## config.mk

```make
export PLATFORM = sky130hd
export DESIGN_NAME = fish_job_scheduler
export DESIGN_NICKNAME = d
export VERILOG_FILES = /design/src/rtl/fish_sched_pkg.sv /design/src/rtl/fish_rr_arbiter.sv /design/src/rtl/fish_job_scheduler.sv
export SDC_FILE = /design/constraint.sdc
export NUM_CORES = 1
export LEC_CHECK = 0
export ABC_AREA = 1
export BUFFER_PORTS_ARGS = -buffer_cell sky130_fd_sc_hd__buf_2
export CORE_AREA = 2 2 404 406
export DETAILED_ROUTE_END_ITERATION = 16
export DIE_AREA = 0 0 406 408
export MAX_ROUTING_LAYER = met4
export PLACE_DENSITY_LB_ADDON = 0.05
export REMOVE_ABC_BUFFERS = 1
export SLEW_MARGIN = 20
export SYNTH_ARGS = -nofsm -noshare
export SYNTH_HDL_FRONTEND = slang
export SYNTH_SLANG_ARGS = --single-unit
```

## constraint.sdc

```tcl
create_clock -name Clk -period 1.48 [get_ports Clk]
set_input_delay 0.148 -clock Clk [delete_from_list [all_inputs] [get_ports Clk]]
set_output_delay 0.148 -clock Clk [all_outputs]
set_load 0.02 [all_outputs]
```

## src/rtl/fish_sched_pkg.sv

```systemverilog
// +----------------------------------------------------------------------------+
// | Module      : fish_sched_pkg                                               |
// | Description : Shared types and constants for the Twofish job scheduler.    |
// |               Holds the data/key types, the operation encoding, the        |
// |               scheduler state encoding and the datapath busy grace time.   |
// | Revision    : 1.0 - initial release                                        |
// +----------------------------------------------------------------------------+
`default_nettype none

package fish_sched_pkg;

    typedef logic [127:0] block_t;
    typedef logic [127:0] key_t;

    typedef enum logic {
        OP_ENC = 1'b0,
        OP_DEC = 1'b1
    } op_e;

    typedef enum logic [2:0] {
        IDLE      = 3'd0,
        ISSUE     = 3'd1,
        WAIT_BUSY = 3'd2,
        RUN       = 3'd3,
        RESP      = 3'd4
    } sched_state_e;

    // Cycles to wait for dp_busy after Start before assuming the datapath
    // finished the job with zero latency.
    localparam int DP_BUSY_GRACE = 2;

endpackage

`default_nettype wire

```

## src/rtl/fish_rr_arbiter.sv

```systemverilog
// +----------------------------------------------------------------------------+
// | Module      : fish_rr_arbiter                                              |
// | Description : Combinational round-robin arbiter. Search starts one above   |
// |               the last granted index and wraps from NUM_REQ-1 back to 0.   |
// |               A grant is only raised for an asserting requester.           |
// | Ports       : i_req      - request vector                                  |
// |               i_rr_ptr   - index of the most recently granted requester    |
// |               o_grant    - one-hot grant (zero when no request)            |
// |               o_grant_id - index of the granted requester                  |
// | Revision    : 1.0 - initial release                                        |
// +----------------------------------------------------------------------------+
`default_nettype none

module fish_rr_arbiter
    import fish_sched_pkg::*;
#(
    parameter int  NUM_REQ = 2,
    localparam int ID_W    = $clog2(NUM_REQ)
) (
    input  logic [NUM_REQ-1:0] i_req,
    input  logic [ID_W-1:0]    i_rr_ptr,
    output logic [NUM_REQ-1:0] o_grant,
    output logic [ID_W-1:0]    o_grant_id
);

    // One extra bit so rr_ptr + offset (at most 2*NUM_REQ-1) does not overflow
    // before the single wrap subtraction.
    logic [ID_W:0] w_idx;
    logic          w_found;

    always_comb begin
        o_grant    = '0;
        o_grant_id = '0;
        w_found    = 1'b0;
        w_idx      = '0;
        for (int i = 0; i < NUM_REQ; i++) begin
            w_idx = {1'b0, i_rr_ptr} + (ID_W + 1)'(i + 1);
            if (w_idx >= (ID_W + 1)'(NUM_REQ)) begin
                w_idx = w_idx - (ID_W + 1)'(NUM_REQ);
            end
            if (!w_found && i_req[w_idx[ID_W-1:0]]) begin
                w_found                    = 1'b1;
                o_grant[w_idx[ID_W-1:0]]   = 1'b1;
                o_grant_id                 = w_idx[ID_W-1:0];
            end
        end
    end

endmodule

`default_nettype wire

```

## src/rtl/fish_job_scheduler.sv

```systemverilog
// +----------------------------------------------------------------------------+
// | Module      : fish_job_scheduler                                           |
// | Description : Arbitrates encrypt/decrypt jobs from NUM_REQ requesters onto |
// |               a single Twofish datapath. One job in flight at a time:      |
// |               grant, Start pulse, busy tracking, result capture and a      |
// |               tagged response held until accepted.                         |
// | Ports       : Clk, Reset           - clock, synchronous active-high reset  |
// |               req_valid/req_ready  - per-requester handshake (one-hot rdy) |
// |               req_ende/block/key   - per-requester job fields              |
// |               rsp_valid/rsp_ready  - response handshake                    |
// |               rsp_id/data/err      - response tag, result, watchdog abort  |
// |               dp_block/key/EnDe    - job operands to the datapath          |
// |               dp_Start             - one-cycle start pulse                 |
// |               dp_o, dp_busy        - datapath result and busy flag         |
// | Options     : FISH_WDOG_EN - builds a watchdog that aborts a job after     |
// |               TIMEOUT_CYCLES cycles in WAIT_BUSY/RUN (rsp_err=1, data=0).  |
// |               Undefined: no counter, rsp_err stays 0, RUN waits forever.   |
// | Revision    : 1.0 - initial release                                        |
// +----------------------------------------------------------------------------+
`default_nettype none

module fish_job_scheduler
    import fish_sched_pkg::*;
#(
    parameter int  NUM_REQ        = 2,     // legal range 2..8
`ifdef FISH_WDOG_EN
    parameter int  TIMEOUT_CYCLES = 64,
`endif
    localparam int ID_W           = $clog2(NUM_REQ)
) (
    input  logic                      Clk,
    input  logic                      Reset,
    input  logic [NUM_REQ-1:0]        req_valid,
    output logic [NUM_REQ-1:0]        req_ready,
    input  logic [NUM_REQ-1:0]        req_ende,
    input  logic [NUM_REQ-1:0][127:0] req_block,
    input  logic [NUM_REQ-1:0][127:0] req_key,
    output logic                      rsp_valid,
    input  logic                      rsp_ready,
    output logic [ID_W-1:0]           rsp_id,
    output logic [127:0]              rsp_data,
    output logic                      rsp_err,
    output logic [127:0]              dp_block,
    output logic [127:0]              dp_key,
    output logic                      dp_EnDe,
    output logic                      dp_Start,
    input  logic [127:0]              dp_o,
    input  logic                      dp_busy
);

    sched_state_e     r_state;
    logic [ID_W-1:0]  r_rr_ptr;
    block_t           r_job_block;
    key_t             r_job_key;
    op_e              r_job_op;
    logic [ID_W-1:0]  r_job_id;
    logic [1:0]       r_grace;
    logic             r_dp_start;
    logic             r_rsp_valid;
    logic [ID_W-1:0]  r_rsp_id;
    block_t           r_rsp_data;
    logic             r_rsp_err;

    logic [NUM_REQ-1:0] w_grant;
    logic [ID_W-1:0]    w_grant_id;
    logic               w_handshake;
    logic               w_timeout;

    fish_rr_arbiter #(
        .NUM_REQ    (NUM_REQ)
    ) u_arb (
        .i_req      (req_valid),
        .i_rr_ptr   (r_rr_ptr),
        .o_grant    (w_grant),
        .o_grant_id (w_grant_id)
    );

    // Grants only exist in IDLE; gating with Reset keeps a handshake from
    // being seen while the scheduler is being cleared.
    assign req_ready   = (r_state == IDLE && !Reset) ? w_grant : '0;
    assign w_handshake = |req_ready;

`ifdef FISH_WDOG_EN
    localparam int WDOG_W = $clog2(TIMEOUT_CYCLES + 1);

    logic [WDOG_W-1:0] r_wdog;

    // Cleared on the handshake edge (i.e. on entry to ISSUE), counts every
    // cycle spent waiting on the datapath.
    always_ff @(posedge Clk) begin
        if (Reset) begin
            r_wdog <= '0;
        end else if (r_state == IDLE && w_handshake) begin
            r_wdog <= '0;
        end else if (r_state == WAIT_BUSY || r_state == RUN) begin
            r_wdog <= r_wdog + WDOG_W'(1);
        end
    end

    assign w_timeout = (r_state == WAIT_BUSY || r_state == RUN) &&
                       (r_wdog == WDOG_W'(TIMEOUT_CYCLES - 1));
`else
    assign w_timeout = 1'b0;
`endif

    always_ff @(posedge Clk) begin
        if (Reset) begin
            r_state     <= IDLE;
            r_rr_ptr    <= ID_W'(NUM_REQ - 1);
            r_job_block <= '0;
            r_job_key   <= '0;
            r_job_op    <= OP_ENC;
            r_job_id    <= '0;
            r_grace     <= '0;
            r_dp_start  <= 1'b0;
            r_rsp_valid <= 1'b0;
            r_rsp_id    <= '0;
            r_rsp_data  <= '0;
            r_rsp_err   <= 1'b0;
        end else begin
            r_dp_start <= 1'b0;
            case (r_state)
                IDLE: begin
                    if (w_handshake) begin
                        r_job_block <= req_block[w_grant_id];
                        r_job_key   <= req_key[w_grant_id];
                        r_job_op    <= op_e'(req_ende[w_grant_id]);
                        r_job_id    <= w_grant_id;
                        r_rr_ptr    <= w_grant_id;
                        r_dp_start  <= 1'b1;
                        r_state     <= ISSUE;
                    end
                end
                ISSUE: begin
                    r_grace <= '0;
                    r_state <= WAIT_BUSY;
                end
                WAIT_BUSY: begin
                    // Normal completion has priority over a coincident timeout.
                    if (!dp_busy && r_grace == 2'(DP_BUSY_GRACE - 1)) begin
                        r_rsp_data  <= dp_o;
                        r_rsp_err   <= 1'b0;
                        r_rsp_id    <= r_job_id;
                        r_rsp_valid <= 1'b1;
                        r_state     <= RESP;
                    end else if (w_timeout) begin
                        r_rsp_data  <= '0;
                        r_rsp_err   <= 1'b1;
                        r_rsp_id    <= r_job_id;
                        r_rsp_valid <= 1'b1;
                        r_state     <= RESP;
                    end else if (dp_busy) begin
                        r_state <= RUN;
                    end else begin
                        r_grace <= r_grace + 2'd1;
                    end
                end
                RUN: begin
                    if (!dp_busy) begin
                        r_rsp_data  <= dp_o;
                        r_rsp_err   <= 1'b0;
                        r_rsp_id    <= r_job_id;
                        r_rsp_valid <= 1'b1;
                        r_state     <= RESP;
                    end else if (w_timeout) begin
                        r_rsp_data  <= '0;
                        r_rsp_err   <= 1'b1;
                        r_rsp_id    <= r_job_id;
                        r_rsp_valid <= 1'b1;
                        r_state     <= RESP;
                    end
                end
                RESP: begin
                    if (rsp_ready) begin
                        r_rsp_valid <= 1'b0;
                        r_state     <= IDLE;
                    end
                end
                default: begin
                    r_state <= IDLE;
                end
            endcase
        end
    end

    assign dp_block  = r_job_block;
    assign dp_key    = r_job_key;
    assign dp_EnDe   = r_job_op;
    assign dp_Start  = r_dp_start;
    assign rsp_valid = r_rsp_valid;
    assign rsp_id    = r_rsp_id;
    assign rsp_data  = r_rsp_data;
    assign rsp_err   = r_rsp_err;

endmodule

`default_nettype wire

```

==> results of run 1 <==
==> synth_stat cells, types with 2 or more instances <==
cell      number  share of area
nand3_1        5         0.0015
buf_1          4        0.00088
o21ai_1       67          0.020
clkbuf_1      94          0.021
buf_2         58          0.017
nor2_4         2         0.0013
inv_1        144          0.032
buf_4         15         0.0066
o21ai_0      321          0.094
nand2_2        2        0.00073
nand2_1      787           0.17
a21oi_1      135          0.040
nor2_1       519           0.11
nand4_1        2        0.00073
buf_6         14         0.0092
dfxtp_1      395           0.46
==> layout make-up <==
cell class	count	share of cell area
Timing Repair Buffer	1941	0.417
Clock buffer	94	0.0479
Tap cell	2175	0.0728
Antenna cell	19	0.00127
Inverter	146	0.0155
Sequential cell	395	0.212
Multi-Input combinational cell	1847	0.230
Clock inverter	17	0.00355
==> path summary, 6_finish.rpt <==
| check | to | depth (start not counted) | slack, ns | startpoint |
|---|---|---|---|---|
| setup / recovery | req_ready[0] | 7 | -0.39 | r_rr_ptr |
| hold / removal | r_job_id | 7 | 0.14 | Reset |
| setup reg to reg | dp_key[49] | 12 | -0.32 | r_state[0] |
| hold reg to reg | rsp_data[74] | 2 | 0.44 | rsp_data[74] |
==> critical path: stages, from the launching register on <==
cell	delay [ns]
dfxtp_2	0.35
nand2_4	0.06
nand2_8	0.09
inv_8	0.04
buf_12	0.12
buf_12	0.13
nor3_4	0.11
buf_6	0.16
==> state kept, by name, summed over array words and instances (netlist names) <==
| signal | cells |
|---|---|
| dp_block | 128 |
| r_grace | 2 |
| r_rr_ptr | 1 |
| rsp_id | 1 |
| r_state | 3 |
| dp_EnDe | 1 |
| rsp_data | 128 |
| dp_Start | 1 |
| dp_key | 128 |
| r_job_id | 1 |
| rsp_valid | 1 |
==> power by group <==
part | switching (W) | internal, W
logic | 0.0111 | 0.00869
registers | 0.00126 | 0.0127
clock network | 0.00589 | 0.00825
total | 0.0182 | 0.0297
==> metrics by stage <==
| step | setup TNS [ns] | total power (W) | hold slack, ns | cell area (µm²) |
|---|---|---|---|---|
| final | -57.20 | 0.0479 | 0.141 | 37400 |
| after floorplan | -3495.43 | 0.0213 | 0.217 | 16100 |
| after CTS | -118.87 | 0.0488 | 0.0434 | 36800 |
| after global routing | -93.84 | 0.0511 | 0.122 | 37400 |
| after global placement | -47.58 | 0.0290 | 0.428 | 26100 |
| after detailed placement | -45.70 | 0.0289 | 0.430 | 26100 |
==> layer usage <==
metal | vias to the layer above | share of wire
met3 | 129 | 0.074
met2 | 707 | 0.50
met4 | 0 | 0.025
met5 | - | 0
met1 | 10300 | 0.40
li1 | 11700 | -
==> kinds of logic after synthesis <==
| logic type | Yosys count | synth area share |
|---|---|---|
| simple gates | 1320 | 0.293 |
| compound gates | 525 | 0.155 |
| fa+ha+maj | 1 | 0.000734 |
| flops | 395 | 0.464 |
| buf+inv | 332 | 0.0876 |
| other cells | 1 | 0.000220 |
==> timing repair <==
| item | CTS | global route |
|---|---|---|
| resized for setup | 362 | 212 |
| pin swaps | 45 | 55 |
| cloned | 29 | 7 |
| buffers inserted | 44 | 6 |
| hold buffers | 645 | 0 |
| hold endpoints to repair | 390 | 0 |
| setup endpoints to repair | 362 | 410 |
==> flow_metrics.env, run 1 <==
export IMPL_crit_required_ns=1.33
export IMPL_wl_per_cell_um=17.8
export IMPL_finalNonFillerCells=6634
export IMPL_drc=0
export IMPL_worstSetupEndpointType="primary output"
export IMPL_use_met3=0.0408
export IMPL_die_height_um=408
export IMPL_gr_max_usage_layer="met2"
export IMPL_status="complete, but fails checks"
export IMPL_clockRootBuffer="clkbuf_16"
export IMPL_clock_sinks=395
export IMPL_place_inst=5786
export IMPL_nFillCells=18400
export IMPL_synth_edf_count=0
export IMPL_drv_slew=0
export IMPL_ys_seq_elements=395
export IMPL_antenna_found_initial=23
export IMPL_grt_pass1_wl_um=164000
export IMPL_syn_cell_area_um2=17000
export IMPL_drt_pass1_iter_count=5
export IMPL_gp_congestion=0.758
export IMPL_yosys_warnings=0
export IMPL_p_leak_nw=17.7
export IMPL_finalCriticalPeriod_ns=1.87
export IMPL_finalCritPeriodShare=1.27
export IMPL_final_setup_viol_count=346
export IMPL_vias_per_cell=3.45
export IMPL_layout_drive_gt1_share=0.365
export IMPL_max_vdd_ir_drop_uv=841
export IMPL_drt_total_wl_um=118000
export IMPL_synth_cell_types=26
export IMPL_drt_iter0_markers=666
export IMPL_nNetsFinal=5039
export IMPL_post_synth_cell_area_avg_um2=6.62
export IMPL_cp_max_fo=4
export IMPL_syn_inst=2574
export IMPL_dpl_hpwl_um=86900
export IMPL_insertion_delay_ns=0.66
export IMPL_rsz0062_at_grt="true"
export IMPL_gr_total_overflow=0
export IMPL_critPathKind="reg -> out"
export IMPL_critical_path_arrival_ns=1.73
export IMPL_final_common_cell="buf_2"
export IMPL_fmax_mhz=534
export IMPL_cap_violations=0
export IMPL_multiInputGateArea_um2=8610
export IMPL_finClkSkew_ns=0.0333
export IMPL_grt_pass1_vias=24200
export IMPL_fin_ws_ns=-0.394
export IMPL_grt_max_degree=66
export IMPL_grtUsageTotal=0.139
export IMPL_synth_seq_area_share=0.464
export IMPL_io_buffers=1037
export IMPL_synthArstFlopShare=0
export IMPL_hp_class="in -> reg"
export IMPL_regArea_um2=7910
export IMPL_ant_nets=0
export IMPL_fp_row_count=148
export IMPL_cts_made_buffers=59
export IMPL_yosys_most_used_dff="dfxtp_1"
export IMPL_use_met2=0.248
export IMPL_cts_buffer_depth=3
export IMPL_start_util=0.105
export IMPL_setup_worst_path_start_class="flop"
export IMPL_htreeDepth=2
export IMPL_hold_viol=0
export IMPL_grt_met1_usage=0.148
export IMPL_layout_common_cells="1035 x buf_2, 785 x nand2_1, 645 x dlygate4sd3_1, 420 x nor2_1, 391 x dfxtp_1"
export IMPL_post_route_util=0.231
export IMPL_num_io_pins=1039
export IMPL_die_area_um2=166000
export IMPL_dieWidth_um=406
export IMPL_core_area_um2=162000
export IMPL_p_per_area_nw_per_um2=1280
export IMPL_clk_pin_slew_ns=0.06
export IMPL_cts_tree="built"
export IMPL_vias=22900
export IMPL_synthToLayoutAreaGrowth_pct=119
export IMPL_violations="setup timing"
export IMPL_place_ws_ns=-0.248
Power figures use the tool's default switching activity.
==> run 2: changes to the inputs <==
Settings changed: SYNTH_HIERARCHICAL set to 1.
==> run 2 against run 1 <==
  * The flow still finishes with violations (setup timing)
  * Largest power group unchanged
  * Register-to-register slack gained 0.03 ns
  * Worst hold slack better by 0.16 ns
  * Non-clock buffer count increased by 16
  * Fmax increased by 6.0%
  * Global-route usage fell by 1.4 points
  * Clock skew shrank 0.019 ns
  * Combinational power up 22%
  * Worst setup slack improved by 0.11 ns
  * Wire length down 4.6%
  * Cell count shrank 11%
  * Area after synthesis shrank 6.0%
==> flow_metrics.env, run 2 <==
export IMPL_fmax_mhz=566
export IMPL_relSlewSlack=0.547
export IMPL_start_util=0.0991
export IMPL_drt_iter0_markers=585
export IMPL_finalPower_w=0.0524
export IMPL_post_synth_cell_area_avg_um2=8.99
export IMPL_final_common_cell="buf_2"
export IMPL_yosysMostFrequentCell="dfxtp_1"
export IMPL_core_area_um2=162000
export IMPL_yosys_warnings=6
export IMPL_finalNonFillerCells=5879
export IMPL_drv_slew=0
export IMPL_critical_path_arrival_ns=2.29
export IMPL_finalCritPeriodShare=1.19
export IMPL_placed_area_um2=24400
export IMPL_status="complete, but fails checks"
export IMPL_drt_total_wl_um=113000
export IMPL_rr_worst_depth=9
export IMPL_syn_inst=1782
export IMPL_die_area_um2=166000
export IMPL_synthTopCellsByArea="dfxtp_1 49%, mux2i_1 16%, a21oi_1 12%, o21ai_0 11%, inv_1 3.3%"
export IMPL_tightest_slew_ns=0.680
export IMPL_hold_viol=0
export IMPL_crit_required_ns=2.00
export IMPL_drc=0
export IMPL_synth_seq_area_share=0.493
export IMPL_crit_start="r_state[1]"
export IMPL_max_vdd_ir_drop_uv=768
export IMPL_final_area_um2=38100
export IMPL_place_inst=4964
export IMPL_grtUsageTotal=0.125
export IMPL_finalCriticalPeriod_ns=1.77
export IMPL_cp_max_fo=11
export IMPL_yosys_most_used_dff="dfxtp_1"
export IMPL_ys_seq_elements=395
export IMPL_ys_top_cells_by_count="395 x dfxtp_1, 394 x a21oi_1, 365 x o21ai_0"
export IMPL_htreeDepth=2
export IMPL_clk_pin_slew_ns=0.06
export IMPL_synthArstFlopShare=0
export IMPL_insertion_delay_ns=0.63
export IMPL_cts_tree="built"
export IMPL_crit_end="dp_block[54]"
export IMPL_dieWidth_um=406
export IMPL_p_per_area_nw_per_um2=1380
export IMPL_nFillCells=17600
export IMPL_gp_congestion=0.748
export IMPL_grt_pass1_wl_um=146000
export IMPL_synthToLayoutAreaGrowth_pct=138
export IMPL_worstSetupEndpointType="flop"
export IMPL_grt_max_degree=96
export IMPL_yosysTopAreaCell="dfxtp_1"
export IMPL_hp_class="in -> reg"
export IMPL_cts_made_buffers=57
export IMPL_num_io_pins=1039
export IMPL_violations="setup timing"
export IMPL_clockRootBuffer="clkbuf_16"
export IMPL_io_buffers=1037
export IMPL_ant_nets=0
export IMPL_layout_drive_gt1_share=0.474
export IMPL_layout_common_cells="1035 x buf_2, 645 x dlygate4sd3_1, 391 x dfxtp_1, 306 x a21oi_1, 176 x o21ai_0"
export IMPL_drt_pass1_iter_count=5
export IMPL_syn_cell_area_um2=16000
export IMPL_cts_buffer_depth=3
export IMPL_dpl_hpwl_um=75900
export IMPL_rr_endpoint="dp_block[54]"
export IMPL_clock_sinks=395
export IMPL_p_leak_nw=16.3
export IMPL_critPathKind="reg -> reg"
export IMPL_setup_worst_path_start_class="flop"
export IMPL_synth_top_area_frac=0.493
export IMPL_synth_edf_count=0
export IMPL_fp_row_count=148
export IMPL_vias_per_cell=3.47
export IMPL_finClkSkew_ns=0.0145
export IMPL_r2r_start="r_state[1]"
export IMPL_fin_ws_ns=-0.288
export IMPL_die_height_um=408
export IMPL_grt_pass1_vias=21000
export IMPL_whs_ns=0.300
export IMPL_cap_violations=0
export IMPL_min_from="req_valid[0]"
export IMPL_final_setup_viol_count=386
export IMPL_nNetsFinal=4288
export IMPL_synth_cell_types=23
export IMPL_vias=20400
export IMPL_gr_total_overflow=0
export IMPL_rrSetupSlack_ns=-0.29
export IMPL_antenna_found_initial=25
export IMPL_wl_per_cell_um=19.2
export IMPL_place_ws_ns=-0.622
export IMPL_rsz0062_at_grt="true"
## run 2: changes by cell type after synthesis, moves of 8 or more
cell | before | now
buf_6 | 14 | 6
nor2_1 | 519 | 5
nand2_1 | 787 | 21
o21ai_1 | 67 | 22
buf_4 | 15 | 27
a21oi_1 | 135 | 394
mux2i_1 | 0 | 257
buf_2 | 58 | 74
o21ai_0 | 321 | 365
clkbuf_1 | 94 | 52
## run 2: per-stage QoR
stage                      util  setup TNS [ns]
after floorplan               -        -4963.23
after global routing      0.235          -97.32
after detailed placement  0.151          -94.19
after CTS                 0.216          -70.08
final                     0.235          -63.43
after global placement    0.151          -93.03
## run 2: worst min path at each step
| stage | to | slack [ns] | cells past startpoint |
|---|---|---|---|
| 6_report | r_state[1] | 0.30 | 8 |
| 5_1_grt | rsp_data[43] | 0.26 | 4 |
| 3_3_place_gp | rsp_data[57] | 0.41 | 3 |
| 4_1_cts | r_state[1] | 0.23 | 8 |
| 3_5_place_dp | rsp_data[56] | 0.42 | 3 |
| 2_1_floorplan | r_grace[1] | 0.22 | 1 |
## run 2: metal layers
| metal | routed length, µm | GRT usage | share of wire |
|---|---|---|---|
| met5 | 0 | - | 0 |
| met2 | 58600 | 0.225 | 0.52 |
| met1 | 42300 | 0.127 | 0.38 |
| met4 | 2580 | 0.0329 | 0.023 |
| met3 | 9260 | 0.0446 | 0.082 |
## run 2: layout make-up
cell class / instances / area, µm² / area share
inverters: 146 / 561 / 0.0147
repair buffers: 1957 / 16200 / 0.426
clock buffers: 90 / 1710 / 0.0450
diodes: 18 / 45.0 / 0.00118
well taps: 2175 / 2720 / 0.0715
multi-input cells: 1082 / 8740 / 0.230
clock inverters: 16 / 145 / 0.00381
flip-flops and latches: 395 / 7920 / 0.208
## run 2: cell families after synthesis
logic type,Yosys count,share of synthesized area
AO/OA/AOI/OAI,783,0.246
flip-flops,395,0.493
buffers and inverters,305,0.0864
multiplexers,257,0.161
AND/OR/NAND/NOR,40,0.0129
adder cells (fa/ha/maj),1,0.000781
other,1,0.000234
## run 2: where the power goes
| part | internal, W | total (W) | leakage [nW] | switching (W) |
|---|---|---|---|---|
| clock | 0.00822 | 0.0139 | 0.923 | 0.00568 |
| sequential | 0.0131 | 0.0144 | 3.24 | 0.00134 |
| combinational | 0.0112 | 0.0241 | 12.2 | 0.0128 |
## run 2: critical path: stages, from the launching register on
cell and delay [ns]:
dfxtp_4 0.36, nor2_8 0.15, nand4_4 0.12, buf_4 0.17, nand2_8 0.12, buf_16 0.18
buf_12 0.17, buf_16 0.15, buf_12 0.14, a21oi_1 0.07
## run 2: what timing repair did
item	in CTS	in global routing
hold buffers	645	0
pin swaps	44	50
hold endpoints to repair	389	0
cloned	23	52
endpoints found under the setup margin	374	392
buffers inserted	37	60
gates resized for setup	279	526
==> run 3: changes to the inputs <==
Settings changed: CORE_AREA 2 2 404 406 to 2 2 408 410, DIE_AREA 0 0 406 408 to 0 0 410 412.
Clock period 1.48 ns to 2 ns, I/O delays scaled along.
==> run 3 against run 2 <==
  * The flow now finishes without violations
  * Global-route usage shrank 1.5 points
  * Count of clock-buffer cells in the layout shrank 4
  * Clock power shrank 28%
  * Wire length shrank 15%
  * Sequential share of layout area up 3.7 points
  * Combinational power fell by 51%
  * Core utilization fell by 3.9 points
  * Clock skew rose by 0.0070 ns
  * Non-clock buffer count decreased by 201
  * Critical path type unchanged
  * Largest power group unchanged
==> flow_metrics.env, run 3 (same netlist as run 2, synthesis figures left out) <==
export IMPL_status="completed"
export IMPL_finalNonFillerCells=5685
export IMPL_clk_pin_slew_ns=0.06
export IMPL_max_vdd_ir_drop_uv=535
export IMPL_cpPeakStageDelay_ns=0.40
export IMPL_vias=19200
export IMPL_clockRootBuffer="clkbuf_16"
export IMPL_start_util=0.0976
export IMPL_drt_total_wl_um=95300
export IMPL_cts_made_buffers=56
export IMPL_regArea_um2=7910
export IMPL_final_common_cell="buf_2"
export IMPL_r2r_start="r_rr_ptr"
export IMPL_min_from="req_key[79]"
export IMPL_critical_path_arrival_ns=2.38
export IMPL_cp_max_fo=29
export IMPL_tightest_slew_ns=0.562
export IMPL_layout_common_cells="1037 x buf_2, 633 x dlygate4sd3_1, 394 x dfxtp_1, 392 x a21oi_1, 365 x o21ai_0"
export IMPL_clock_sinks=395
export IMPL_worstSetupEndpointType="flop"
export IMPL_multiInputGateArea_um2=6810
export IMPL_p_per_area_nw_per_um2=999
export IMPL_gr_total_overflow=0
export IMPL_insertion_delay_ns=0.65
export IMPL_p_leak_nw=14.3
export IMPL_crit_slowest_cell="mux2i_1"
export IMPL_layout_drive_gt1_share=0.352
export IMPL_cap_violations=0
export IMPL_setup_worst_path_start_class="flop"
export IMPL_rsz0062_at_grt="false"
export IMPL_post_route_util=0.197
export IMPL_hold_viol=0
export IMPL_relSlewSlack=0.625
export IMPL_htreeDepth=2
export IMPL_cp_cell_sequence="a21oi_4 > buf_12 > buf_12 > mux2i_1 > buf_4 > a21oi_1"
export IMPL_nNetsFinal=4086
export IMPL_cts_setup_buffers=0
export IMPL_drt_pass1_iter_count=5
export IMPL_gp_congestion=0.806
export IMPL_wl_per_cell_um=16.8
export IMPL_finalPower_w=0.0323
export IMPL_fp_row_count=149
export IMPL_grt_pass1_vias=20100
export IMPL_cp_common_cell="buf_12"
export IMPL_antenna_found_initial=18
export IMPL_finalCritPeriodShare=0.939
export IMPL_critPathKind="reg -> reg"
export IMPL_rrSetupSlack_ns=0.12
export IMPL_drv_slew=0
export IMPL_fmax_mhz=533
export IMPL_place_inst=4935
export IMPL_cts_buffer_depth=3
export IMPL_dpl_hpwl_um=73500
export IMPL_num_io_pins=1039
export IMPL_io_buffers=1037
export IMPL_grtUsageTotal=0.109
export IMPL_grt_pass1_wl_um=133000
export IMPL_ant_nets=0
export IMPL_whs_ns=0.0570
export IMPL_die_height_um=412
export IMPL_drc=0
export IMPL_core_area_um2=164000
export IMPL_drt_iter0_markers=671
export IMPL_die_area_um2=169000
export IMPL_nFillCells=18300
export IMPL_final_setup_viol_count=0
export IMPL_rr_worst_depth=6
export IMPL_vias_per_cell=3.38
export IMPL_min_path_cells=4
export IMPL_finalCriticalPeriod_ns=1.88
export IMPL_dieWidth_um=410
export IMPL_rr_endpoint="dp_key[89]"
export IMPL_hp_class="in -> reg"
export IMPL_grt_max_degree=117
export IMPL_hold_path_end="dp_key[79]"
export IMPL_finClkSkew_ns=0.0215
export IMPL_crit_required_ns=2.50
export IMPL_cts_tree="built"
export IMPL_synthToLayoutAreaGrowth_pct=102
[run 3: cell types whose count changed in the layout (fill, tap and decap cells not counted), sizes merged]
cell | before | now
inv | 147 | 149
dlygate4sd3 | 645 | 633
diode | 18 | 13
clkbuf | 130 | 86
buf | 1270 | 1123
bufbuf | 2 | 0
[run 3: final cells by class]
| class | count | area share |
|---|---|---|
| clock inverter | 18 | 0.00561 |
| antenna | 13 | 0.00101 |
| sequential | 395 | 0.245 |
| timing repair buffer | 1756 | 0.386 |
| tap | 2189 | 0.0847 |
| inverter | 146 | 0.0172 |
| multi-input combinational | 1082 | 0.211 |
| clock buffer | 86 | 0.0505 |
[run 3: how the worst max path moves through the flow]
| stage | start | end | slack (ns) | cells after the start |
|---|---|---|---|---|
| 2_1_floorplan | r_rr_ptr | dp_EnDe | -17.42 | 3 |
| 3_3_place_gp | req_valid[1] | dp_key[79] | -0.22 | 8 |
| 3_5_place_dp | r_rr_ptr | dp_key[60] | -0.24 | 6 |
| 4_1_cts | r_rr_ptr | dp_key[60] | -0.07 | 6 |
| 5_1_grt | r_rr_ptr | dp_block[46] | 0.01 | 5 |
| 6_report | r_rr_ptr | dp_key[89] | 0.12 | 6 |
[run 3: critical path, delay by kind of cell, from the launching register on]
kind	cells	cell delay [ns]
AO/OA/AOI/OAI	2	0.30
buffers and inverters	3	0.64
flip-flops	1	0.35
multiplexers	1	0.40
[run 3: stage by stage]
stage / instance area [µm²] / setup WS, ns / setup TNS, ns
final: 32300 / 0.123 / 0
after global routing: 32300 / 0.0131 / 0
after CTS: 32300 / -0.0676 / -0.134
after detailed placement: 24100 / -0.244 / -0.559
after global placement: 24100 / -0.221 / -0.504
after floorplan: 15200 / -17.42 / -4757.72
[run 3: power by group]
group	internal (W)	switching, W
sequential	0.00965	0.000841
clock	0.00588	0.00411
combinational	0.00450	0.00732
[run 3: per-layer routing]
layer / up-vias / wire length (µm) / track usage
met5: - / 0 / -
met2: 696 / 46700 / 0.188
met4: 0 / 2940 / 0.0356
met3: 130 / 7770 / 0.0361
met1: 8792 / 37900 / 0.118
li1: 9579 / - / -
[run 3: timing repair]
item | 4_1_cts | 5_1_grt
gates cloned | 0 | 0
hold buffers | 633 | 0
pin swaps | 1 | 0
resized for setup | 6 | 4
setup endpoints to repair | 7 | 4
hold endpoints to repair | 385 | 0
